===== config.mk =====
export PLATFORM = sky130hd
export DESIGN_NAME = sfx_scheduler
export DESIGN_NICKNAME = d
export VERILOG_FILES = /design/src/rtl/sfx_pkg.sv /design/src/rtl/tone_gen.sv /design/src/rtl/sfx_scheduler.sv
export SDC_FILE = /design/constraint.sdc
export NUM_CORES = 1
export LEC_CHECK = 0
export CAP_MARGIN = 20
export CORE_AREA = 2 2 137 139
export DETAILED_ROUTE_END_ITERATION = 7
export DIE_AREA = 0 0 139 141
export DONT_BUFFER_PORTS = 1
export GPL_TIMING_DRIVEN = 0
export RECOVER_POWER = 25
export SLEW_MARGIN = 15
export SYNTH_ARGS = -nofsm -noshare
export SYNTH_HDL_FRONTEND = slang
export SYNTH_HIERARCHICAL = 1
export SYNTH_SLANG_ARGS = --single-unit

===== constraint.sdc =====
create_clock -name clk -period 2.81 [get_ports clk]
set_clock_uncertainty 0.05 [all_clocks]
set_input_delay 0.281 -clock clk [delete_from_list [all_inputs] [get_ports clk]]
set_output_delay 0.281 -clock clk [all_outputs]
set_load 0.01 [all_outputs]

===== src/rtl/sfx_pkg.sv =====
// rtl/sfx_pkg.sv - effect codes, note table and scheduler state encoding
package sfx_pkg;

   localparam logic [2:0] SFX_NONE  = 3'd0;
   localparam logic [2:0] SFX_FLAP  = 3'd1;
   localparam logic [2:0] SFX_SCORE = 3'd2;
   localparam logic [2:0] SFX_COIN  = 3'd3;
   localparam logic [2:0] SFX_DIE   = 3'd4;

   // Half-periods in clk cycles at 100 MHz.
   localparam logic [16:0] HP_E6 = 17'd37908;
   localparam logic [16:0] HP_B5 = 17'd50607;
   localparam logic [16:0] HP_A5 = 17'd56818;
   localparam logic [16:0] HP_C5 = 17'd95602;
   localparam logic [16:0] HP_G4 = 17'd127551;

   localparam int NOTES_FLAP  = 2;
   localparam int NOTES_SCORE = 2;
   localparam int NOTES_COIN  = 3;
   localparam int NOTES_DIE   = 4;

   typedef enum logic [1:0] {ST_IDLE, ST_PLAY, ST_GAP} sfx_state_t;

   typedef struct packed {
      logic [16:0] hp;
      logic [5:0]  dur;
   } note_t;

   function automatic note_t mk_note(input logic [16:0] hp, input logic [5:0] dur);
      note_t n;
      n.hp  = hp;
      n.dur = dur;
      return n;
   endfunction

   // Unused slots return a one-tick rest so a stray index can never stall.
   function automatic note_t sfx_note(input logic [2:0] sfx, input logic [1:0] idx);
      note_t n;
      n = mk_note(17'd0, 6'd1);
      case (sfx)
         SFX_FLAP:  case (idx)
                       2'd0:    n = mk_note(HP_E6, 6'd3);
                       2'd1:    n = mk_note(HP_B5, 6'd3);
                       default: n = mk_note(17'd0, 6'd1);
                    endcase
         SFX_SCORE: case (idx)
                       2'd0:    n = mk_note(HP_B5, 6'd5);
                       2'd1:    n = mk_note(HP_E6, 6'd10);
                       default: n = mk_note(17'd0, 6'd1);
                    endcase
         SFX_COIN:  case (idx)
                       2'd0:    n = mk_note(HP_A5, 6'd4);
                       2'd1:    n = mk_note(HP_B5, 6'd4);
                       2'd2:    n = mk_note(HP_E6, 6'd12);
                       default: n = mk_note(17'd0, 6'd1);
                    endcase
         SFX_DIE:   case (idx)
                       2'd0:    n = mk_note(HP_B5, 6'd10);
                       2'd1:    n = mk_note(HP_A5, 6'd10);
                       2'd2:    n = mk_note(HP_C5, 6'd10);
                       default: n = mk_note(HP_G4, 6'd30);
                    endcase
         default:   n = mk_note(17'd0, 6'd1);
      endcase
      return n;
   endfunction

   function automatic logic [1:0] sfx_last_idx(input logic [2:0] sfx);
      logic [1:0] r;
      case (sfx)
         SFX_FLAP:  r = 2'(NOTES_FLAP - 1);
         SFX_SCORE: r = 2'(NOTES_SCORE - 1);
         SFX_COIN:  r = 2'(NOTES_COIN - 1);
         SFX_DIE:   r = 2'(NOTES_DIE - 1);
         default:   r = 2'd0;
      endcase
      return r;
   endfunction

   // pending bit order {die, coin, score, flap}; codes grow with priority.
   function automatic logic [2:0] sfx_top(input logic [3:0] pend);
      logic [2:0] r;
      if (pend[3])      r = SFX_DIE;
      else if (pend[2]) r = SFX_COIN;
      else if (pend[1]) r = SFX_SCORE;
      else if (pend[0]) r = SFX_FLAP;
      else              r = SFX_NONE;
      return r;
   endfunction

endpackage


===== src/rtl/tone_gen.sv =====
// rtl/tone_gen.sv - square-wave generator driven by a half-period count
// clk, clr (async, active-low) | load: restart with new hp | hp: half-period, 0 = rest | tone: square wave
module tone_gen (
   input  logic        clk,
   input  logic        clr,
   input  logic        load,
   input  logic [16:0] hp,
   output logic        tone
);

   logic [16:0] hp_q;
   logic [16:0] cnt;

   always_ff @(posedge clk or negedge clr) begin
      if (!clr) begin
         hp_q <= '0;
         cnt  <= '0;
         tone <= 1'b0;
      end else if (load) begin
         hp_q <= hp;
         cnt  <= '0;
         tone <= 1'b0;
      end else if (hp_q != 17'd0) begin
         if (cnt == hp_q - 17'd1) begin
            cnt  <= '0;
            tone <= ~tone;
         end else begin
            cnt <= cnt + 17'd1;
         end
      end
   end

endmodule


===== src/rtl/sfx_scheduler.sv =====
// rtl/sfx_scheduler.sv - prioritised sound-effect sequencer owning the buzzer
// clk, clr (async, active-low) | evt_flap/score/coin/die: one-cycle requests | mute: silence audio
// audio: buzzer drive | busy: effect in PLAY or GAP | cur_sfx: 0 none, 1 flap, 2 score, 3 coin, 4 die
module sfx_scheduler
   import sfx_pkg::*;
#(
   parameter int TICK_CYCLES = 1000000,
   parameter int GAP_TICKS   = 1,
   parameter int HP_SHIFT    = 0
) (
   input  logic       clk,
   input  logic       clr,
   input  logic       evt_flap,
   input  logic       evt_score,
   input  logic       evt_coin,
   input  logic       evt_die,
   input  logic       mute,
   output logic       audio,
   output logic       busy,
   output logic [2:0] cur_sfx
);

   localparam int            TW        = (TICK_CYCLES > 1) ? $clog2(TICK_CYCLES) : 1;
   localparam logic [TW-1:0] TICK_LAST = TW'(TICK_CYCLES - 1);
   localparam logic [5:0]    GAP_LAST  = 6'(GAP_TICKS - 1);

   sfx_state_t    state;
   logic [3:0]    pending;
   logic [1:0]    note_idx;
   logic [5:0]    cur_dur;
   logic [TW-1:0] tick_cnt;
   logic [5:0]    dur_cnt;

   logic [2:0]    top_sfx;
   logic          grant;
   logic [3:0]    grant_mask;
   logic [3:0]    evt_vec;
   note_t         note0;
   note_t         nxt;
   logic          last;
   logic [5:0]    seg_last;
   logic          seg_end;
   logic          play_done;
   logic          next_note;
   logic          load;
   logic [16:0]   load_hp;
   logic          tone;

   assign evt_vec = {evt_die, evt_coin, evt_score, evt_flap};
   assign top_sfx = sfx_top(pending);
   // cur_sfx is 0 in IDLE, so the same compare covers both a fresh grant and preemption.
   assign grant   = (top_sfx > cur_sfx);
   assign note0   = sfx_note(top_sfx, 2'd0);
   assign nxt     = sfx_note(cur_sfx, note_idx + 2'd1);
   assign last    = (note_idx == sfx_last_idx(cur_sfx));

   assign grant_mask = grant ? {top_sfx == SFX_DIE, top_sfx == SFX_COIN,
                                top_sfx == SFX_SCORE, top_sfx == SFX_FLAP} : 4'b0000;

   // PLAY and GAP share the prescaler and tick counter; only the segment length differs.
   assign seg_last  = (state == ST_GAP) ? GAP_LAST : (cur_dur - 6'd1);
   assign seg_end   = (state != ST_IDLE) && (tick_cnt == TICK_LAST) && (dur_cnt == seg_last);
   assign play_done = seg_end && (state == ST_PLAY) && last;
   assign next_note = seg_end && ((state == ST_GAP) || ((GAP_TICKS == 0) && !last));

   // The tone generator is reloaded on every state change; entering GAP or IDLE loads a rest.
   always_comb begin
      load    = 1'b0;
      load_hp = '0;
      if (grant) begin
         load    = 1'b1;
         load_hp = note0.hp >> HP_SHIFT;
      end else if (seg_end) begin
         load = 1'b1;
         if (next_note) load_hp = nxt.hp >> HP_SHIFT;
      end
   end

   always_ff @(posedge clk or negedge clr) begin
      if (!clr) begin
         state    <= ST_IDLE;
         pending  <= '0;
         note_idx <= '0;
         cur_dur  <= '0;
         tick_cnt <= '0;
         dur_cnt  <= '0;
         busy     <= 1'b0;
         cur_sfx  <= SFX_NONE;
      end else begin
         // A new event in the granting cycle re-arms its bit.
         pending <= (pending & ~grant_mask) | evt_vec;
         if (grant) begin
            state    <= ST_PLAY;
            cur_sfx  <= top_sfx;
            note_idx <= 2'd0;
            cur_dur  <= note0.dur;
            tick_cnt <= '0;
            dur_cnt  <= '0;
            busy     <= 1'b1;
         end else if (play_done) begin
            state    <= ST_IDLE;
            cur_sfx  <= SFX_NONE;
            note_idx <= 2'd0;
            cur_dur  <= '0;
            tick_cnt <= '0;
            dur_cnt  <= '0;
            busy     <= 1'b0;
         end else if (next_note) begin
            state    <= ST_PLAY;
            note_idx <= note_idx + 2'd1;
            cur_dur  <= nxt.dur;
            tick_cnt <= '0;
            dur_cnt  <= '0;
         end else if (seg_end) begin
            state    <= ST_GAP;
            tick_cnt <= '0;
            dur_cnt  <= '0;
         end else if (state != ST_IDLE) begin
            if (tick_cnt == TICK_LAST) begin
               tick_cnt <= '0;
               dur_cnt  <= dur_cnt + 6'd1;
            end else begin
               tick_cnt <= tick_cnt + 1'b1;
            end
         end
      end
   end

   tone_gen u_tone (
      .clk  (clk),
      .clr  (clr),
      .load (load),
      .hp   (load_hp),
      .tone (tone)
   );

   assign audio = tone & ~mute;

endmodule


==> results of run 1 <==
synthesized netlist by cell type (14+ instances only):
library cell	instances
sky130_fd_sc_hd__xnor2_1	29
sky130_fd_sc_hd__nand2_1	36
sky130_fd_sc_hd__nor3_1	19
sky130_fd_sc_hd__xor2_1	27
sky130_fd_sc_hd__mux2_2	14
sky130_fd_sc_hd__nor2_1	66
sky130_fd_sc_hd__clkbuf_1	16
sky130_fd_sc_hd__ha_1	14
sky130_fd_sc_hd__a21oi_1	21
sky130_fd_sc_hd__dfrtp_1	78
sky130_fd_sc_hd__inv_1	25
sky130_fd_sc_hd__o21ai_0	35
sky130_fd_sc_hd__nand4_1	23
critical path, delay by kind of cell, from the launching register on:
kind | cells | cell delay, ns
compound gates | 3 | 0.74
buf+inv | 1 | 0.08
fa+ha+maj | 1 | 0.15
flops | 1 | 0.41
simple gates | 4 | 1.36
state kept, by name (all words and copies together), names as in the netlist:
register	flops
pending	4
busy	1
cur_dur	5
u_tone/hp_q	17
tick_cnt	20
state	2
note_idx	2
cur_sfx	3
dur_cnt	6
u_tone/cnt	17
u_tone/tone	1
power groups by stage:
stage                     Combinational (mW)  Sequential, mW  Clock [mW]
after global routing                    5.02            1.72        1.24
after CTS                               4.05            1.67        1.20
after floorplan                         2.74            1.58           0
after global placement                  3.49            1.67           0
final                                   4.60            1.68        1.17
after detailed placement                3.51            1.67           0
through the flow:
step | power (mW) | hold WS, ns | setup slack, ns | TNS [ns] | util (%)
2_1_floorplan | 4.32 | -0.0646 | -0.0300 | -0.0598 | -
3_3_place_gp | 5.16 | -0.0602 | -0.585 | -15.95 | 31.2
3_5_place_dp | 5.18 | -0.0603 | -0.567 | -15.07 | 31.2
4_1_cts | 6.91 | 0.461 | -0.0993 | -0.995 | 35.0
5_1_grt | 7.98 | 0.508 | -0.122 | -2.48 | 36.6
6_report | 7.45 | 0.481 | -0.0441 | -0.0940 | 36.6
cells by family (layout without fill, tap and decap cells):
logic type / after synthesis / count (layout) / synth area share, %
xor gates and xnor gates: 57 / 57 / 9.59
and+or+nand+nor: 241 / 242 / 24.4
buffers and inverters: 55 / 113 / 4.89
adders and majority gates: 14 / 14 / 3.28
AOI/OAI and AO/OA: 130 / 130 / 17.4
DFF: 78 / 78 / 36.5
muxes: 19 / 19 / 3.88
routing by layer:
layer  part of all wire, %  track usage, %  vias to the layer above
met3                   2.9            2.75                       19
met1                    48            19.8                     2324
met5                     0               0                        -
met2                    48            23.9                       73
li1                      -               -                     2290
met4                   1.2            3.99                        0
what timing repair did:
action,4_1_cts,5_1_grt
resized for setup,49,41
pin swaps,19,12
hold endpoints to repair,82,0
setup endpoints to repair,49,34
hold buffers,6,0
gates cloned,0,1
setup buffers,25,15
path summary, 6_finish.rpt:
| kind | slack, ns | start | cells after the start | to |
|---|---|---|---|---|
| worst min register to register | 0.48 | tick_cnt[18]$_DFFE_PN0P_ | 2 | tick_cnt[18]$_DFFE_PN0P_ |
| worst max register to register | -0.04 | u_tone/hp_q[0]$_DFFE_PN0P_ | 9 | u_tone/tone$_DFFE_PN0P_ |
| min in group asynchronous | 0.98 | clr | 2 | tick_cnt[5]$_DFFE_PN0P_ |
| worst max-delay path | -0.04 | u_tone/hp_q[0]$_DFFE_PN0P_ | 9 | u_tone/tone$_DFFE_PN0P_ |
| worst min-delay path | 0.48 | tick_cnt[18]$_DFFE_PN0P_ | 2 | tick_cnt[18]$_DFFE_PN0P_ |
| max in group asynchronous | 0.45 | clr | 2 | u_tone/hp_q[8]$_DFFE_PN0P_ |
cell type report:
type	count	area, um^2
tap	234	293
fill	1863	11600
buffer	26	188
clock buffer	10	229
clock inverter	6	61.3
sequential	78	1970
inverter	25	101
multi-input combinational	462	3480
timing repair buffer	46	367
==> results.py, run 1 <==
metrics = {
    "status": {
        "status": "complete, but fails checks",
        "violations": "max-capacitance violations, max-slew violations, negative setup slack",
    },
    "routing": {
        "routed_wirelength_um": 13900,
        "ant_nets": 0,
        "route.detailed.drc": 0,
        "drtIter0Drc": 337,
        "vias_per_cell": 5.31,
        "wl_per_cell_um": 15.7,
        "route.vias.total": 4706,
        "drt_pass1_iterations": 5,
    },
    "cells_and_area": {
        "area.growth.synth_to_final_pct": 25.1,
        "final_nets": 669,
        "layout_commonest_cell": "sky130_fd_sc_hd__dfrtp_1",
        "highest_count_cells_in_the_layout_ignoring_fill_and_taps": "66 x sky130_fd_sc_hd__dfrtp_1, 56 x sky130_fd_sc_hd__nor2_1, 37 x sky130_fd_sc_hd__buf_4",
        "n_antenna_cell": 0,
        "post_route_cells_drive_above_1_share_pct": 26.0,
        "layout.cell_area.non_filler_um2": 6690,
        "finish.cell_count_without_fillers": 887,
    },
    "critical_path": {
        "worstPathArrival_ns": 3.08,
        "timing_worst_setup_path_type": "register to register",
        "worst_path_max_delay_cell": "sky130_fd_sc_hd__or4_4",
        "critical-path-max-stage-delay_ns": 0.46,
        "timing.critical_path.mode_cell": "sky130_fd_sc_hd__or4_4",
        "critical_path.max_fanout": 4,
        "critical_path.cell_chain": "inv_2 > ha_4 > or3b_4 > o41ai_4 > o2111a_1 > nand3_1 > or4_4 > or4_4 > a21oi_2",
        "wp_data_required_ns": 3.03,
        "crit_path_end_kind": "register",
        "critPathLaunchType": "register",
    },
    "synth": {
        "synth_async_sr_flop_share_pct": 100,
        "synth_area_leader_cell": "sky130_fd_sc_hd__dfrtp_1",
        "synth_cell_types": 82,
        "synth_top_cell_area_share_pct": 36.5,
        "syn-num-nets": 615,
        "avgSynthCellArea_um2": 9.00,
        "netlist_instances": 594,
        "yosys_register_bits": 78,
        "ys.warnings.count": 6,
        "synth_area_leaders": "sky130_fd_sc_hd__dfrtp_1 36%, sky130_fd_sc_hd__xnor2_1 4.7%, sky130_fd_sc_hd__nor2_1 4.6%",
        "synth_sequential_area_ratio_pct": 36.5,
        "synth_ff_type": "sky130_fd_sc_hd__dfrtp_1",
        "synth_area_um2": 5350,
        "synth_edf_count": 0,
    },
    "placed_design": {
        "dp.cells": 828,
        "port_buffers": 0,
        "placed_standard_cell_area_um2": 5690,
        "routability_congestion": 0.816,
        "place.detailed.hpwl_um": 9520,
    },
    "worst_hold_path": {
        "worst_hold_path_type": "register to register",
    },
    "power": {
        "switchingPower_mw": 3.30,
        "power.density_cell_area_nw_per_um2": 1110,
        "clock_power_share_pct": 15.7,
        "leakage_nw": 2.61,
        "share_seq_of_total_power_pct": 22.6,
        "power.share.switching_pct": 44.2,
        "p_comb_share_pct": 61.8,
        "int_power_mw": 4.16,
        "power.ir.vdd_worst_mv": 0.501,
    },
    "clock_network": {
        "insertion_delay_to_the_later_sink_of_the_worst_skew_pair_ns": 0.34,
        "cts_num_sinks": 78,
        "path_clk_slew_ns": 0.06,
        "tritoncts.num_buffers": 9,
        "clock_tree.buffer_depth": 2,
        "tritoncts": "built",
        "ctsHtreeMaxLevel": 3,
        "clock-root-buffer": "sky130_fd_sc_hd__clkbuf_16",
    },
    "sta": {
        "setup_violating_endpoint_count_in_the_final_report": 11,
        "worst_pin_slew_ns": 1.94,
        "final_period_minus_worst_setup_slack_ns": 2.85,
        "min_period_over_period_pct": 102,
        "postLayoutSetupSlackWorst_ns": -0.0441,
        "finalHoldViolations": 0,
        "drv_slew": 79,
        "timing.fmax_mhz": 350,
        "slew_headroom_pct": -29.3,
        "grt_setup_unrepaired": "yes",
    },
    "global_route": {
        "gr-total-overflow": 0,
        "grt_start_max_net_pins": 79,
        "grt_pass1_vias": 4622,
        "initial_antenna_violation_count": 0,
        "grt_usage_pct": 14.6,
        "wire_length_of_the_first_global_routing_pass_um": 23600,
    },
    "floorplan": {
        "rows": 50,
        "io_pins": 12,
        "die_height_um": 141,
        "start_util_pct": 29.3,
        "core-area_um2": 18300,
        "die_area_um2": 19600,
        "die_width_um": 139,
    },
    "flow_run": {
        "drv.max_cap_violation_count": 1,
    },
}
(Power assumes the default switching activity.)
==> run 2: changes to the inputs <==
--- a/config.mk
+++ b/config.mk
@@ -12,6 +12,7 @@
 export DONT_BUFFER_PORTS = 1
 export GPL_TIMING_DRIVEN = 0
 export RECOVER_POWER = 25
+export SETUP_SLACK_MARGIN = 0.05
 export SLEW_MARGIN = 15
 export SYNTH_ARGS = -nofsm -noshare
 export SYNTH_HDL_FRONTEND = slang
==> results.py, run 2 (synthesized netlist as in run 1, its figures left out) <==
metrics = {
    "cells_and_area": {
        "largest_reg_flops": 20,
        "area.growth.synth_to_final_pct": 24.6,
        "layout_commonest_cell": "sky130_fd_sc_hd__dfrtp_1",
        "postLayoutCoreUtil_pct": 36.5,
        "post_route_cells_drive_above_1_share_pct": 26.5,
        "biggestRegsByFlops": "tick_cnt x20, u_tone/cnt x17, u_tone/hp_q x17",
        "finish.cell_count_without_fillers": 890,
        "final_nets": 672,
        "highest_count_cells_in_the_layout_ignoring_fill_and_taps": "66 x sky130_fd_sc_hd__dfrtp_1, 53 x sky130_fd_sc_hd__nor2_1, 39 x sky130_fd_sc_hd__buf_4",
        "n_antenna_cell": 0,
        "top_register": "tick_cnt",
    },
    "clock_network": {
        "tritoncts.num_buffers": 9,
        "cts_num_sinks": 78,
        "clock_tree.buffer_depth": 2,
        "insertion_delay_to_the_later_sink_of_the_worst_skew_pair_ns": 0.35,
        "ctsHtreeMaxLevel": 3,
        "tritoncts": "built",
        "clock-root-buffer": "sky130_fd_sc_hd__clkbuf_16",
        "path_clk_slew_ns": 0.06,
    },
    "routing": {
        "drt_pass1_iterations": 7,
        "vias_per_cell": 5.30,
        "route.vias.total": 4715,
        "drtIter0Drc": 282,
        "route.detailed.drc": 0,
        "wl_per_cell_um": 15.9,
        "routed_wirelength_um": 14100,
        "ant_nets": 0,
    },
    "power": {
        "leakage_nw": 2.60,
        "power.total_mw": 7.59,
        "power.density_cell_area_nw_per_um2": 1140,
        "power.ir.vdd_worst_mv": 0.517,
    },
    "floorplan": {
        "io_pins": 12,
        "rows": 50,
        "die_width_um": 139,
        "core-area_um2": 18300,
        "die_height_um": 141,
        "die_area_um2": 19600,
        "start_util_pct": 29.3,
    },
    "global_route": {
        "grt_util_met3_pct": 2.65,
        "grt_start_max_net_pins": 79,
        "grt_pass1_vias": 4679,
        "initial_antenna_violation_count": 0,
        "gr-total-overflow": 0,
        "use_met2_pct": 23.2,
        "grt_usage_pct": 14.4,
        "grt_most_used_layer": "met2",
        "wire_length_of_the_first_global_routing_pass_um": 23400,
        "globalRouteMet1Util_pct": 20.0,
    },
    "critical_path": {
        "timing_worst_setup_path_type": "register to register",
        "critPathLaunchType": "register",
        "critical_path.max_fanout": 7,
        "wp_data_required_ns": 3.00,
        "crit_path_end_kind": "register",
        "worstPathArrival_ns": 3.12,
        "r2r_slack_ns": -0.12,
    },
    "placed_design": {
        "dp.cells": 828,
        "routability_congestion": 0.827,
        "place_worst_setup_slack_ns": -0.611,
        "port_buffers": 0,
        "place.detailed.hpwl_um": 9400,
    },
    "sta": {
        "slew_headroom_pct": -29.8,
        "postLayoutSetupSlackWorst_ns": -0.120,
        "grt_setup_unrepaired": "yes",
        "timing.fmax_mhz": 341,
        "worst_pin_slew_ns": 1.95,
        "final_period_minus_worst_setup_slack_ns": 2.93,
        "setup_tns_ns": -1.72,
        "setup_violating_endpoint_count_in_the_final_report": 18,
        "min_period_over_period_pct": 104,
        "finalHoldViolations": 0,
        "drv_slew": 79,
    },
    "status": {
        "status": "complete, but fails checks",
        "violations": "max-capacitance violations, max-slew violations, negative setup slack",
    },
    "flow_run": {
        "drv.max_cap_violation_count": 1,
    },
    "worst_hold_path": {
        "worst_hold_path_type": "register to register",
    },
}
[run 2: cell types whose count changed in the layout (fill, tap and decap cells not counted), sizes merged]
cell    before  now
buf         51   54
bufinv       1    0
inv         24   27
clkbuf      26   25
clkinv       3    2
[run 2: routing by layer]
layer / vias up / part of all wire (%)
li1: 2292 / -
met1: 2310 / 47
met2: 95 / 48
met3: 18 / 4.1
met4: 0 / 1.3
met5: - / 0
[run 2: through the flow]
| step | instance area, um^2 | hold WS, ns |
|---|---|---|
| 6_report | 6660 | 0.498 |
| 3_5_place_dp | 5700 | -0.0603 |
| 3_3_place_gp | 5700 | -0.0605 |
| 4_1_cts | 6430 | 0.455 |
| 2_1_floorplan | 5410 | -0.0646 |
| 5_1_grt | 6660 | 0.527 |
[run 2: area by class of cell]
cell class	count	area (um^2)
inverter	25	97.6
timing repair buffer	47	370
clock buffer	9	225
clock inverter	7	55.1
buffer	28	206
sequential	78	1970
tap	234	293
fill	1869	11600
multi-input combinational	462	3450
[run 2: final timing paths]
check | end | start | depth (start not counted)
setup / recovery | u_tone/cnt[10]$_DFFE_PN0P_ | u_tone/hp_q[4]$_DFFE_PN0P_ | 9
hold reg to reg | tick_cnt[18]$_DFFE_PN0P_ | tick_cnt[18]$_DFFE_PN0P_ | 2
max in group asynchronous | u_tone/hp_q[0]$_DFFE_PN0P_ | clr | 2
setup reg to reg | u_tone/cnt[10]$_DFFE_PN0P_ | u_tone/hp_q[4]$_DFFE_PN0P_ | 9
min in group asynchronous | tick_cnt[3]$_DFFE_PN0P_ | clr | 2
hold / removal | tick_cnt[18]$_DFFE_PN0P_ | tick_cnt[18]$_DFFE_PN0P_ | 2
[run 2: timing repair]
action | in CTS | in global routing
resized for setup | 38 | 52
setup endpoints to repair | 59 | 38
cloned | 1 | 1
pin swaps | 12 | 11
hold endpoints to repair | 82 | 0
setup buffers | 31 | 9
hold buffers | 6 | 0
[run 2: worst max-delay path, cell delays in order, from the launching register on]
cell and delay (ns):
sky130_fd_sc_hd__dfrtp_2 0.41, sky130_fd_sc_hd__or4_4 0.54, sky130_fd_sc_hd__buf_8 0.16, sky130_fd_sc_hd__o41ai_4 0.31
sky130_fd_sc_hd__o2111a_1 0.26, sky130_fd_sc_hd__nand3_1 0.09, sky130_fd_sc_hd__or4_4 0.47, sky130_fd_sc_hd__o31ai_4 0.30
sky130_fd_sc_hd__buf_6 0.18, sky130_fd_sc_hd__nor2_1 0.05
[run 2: where the power goes]
group          switching [mW]  internal (mW)
sequential              0.333           1.36
combinational            2.54           2.22
clock                   0.519          0.608
total                    3.39           4.19
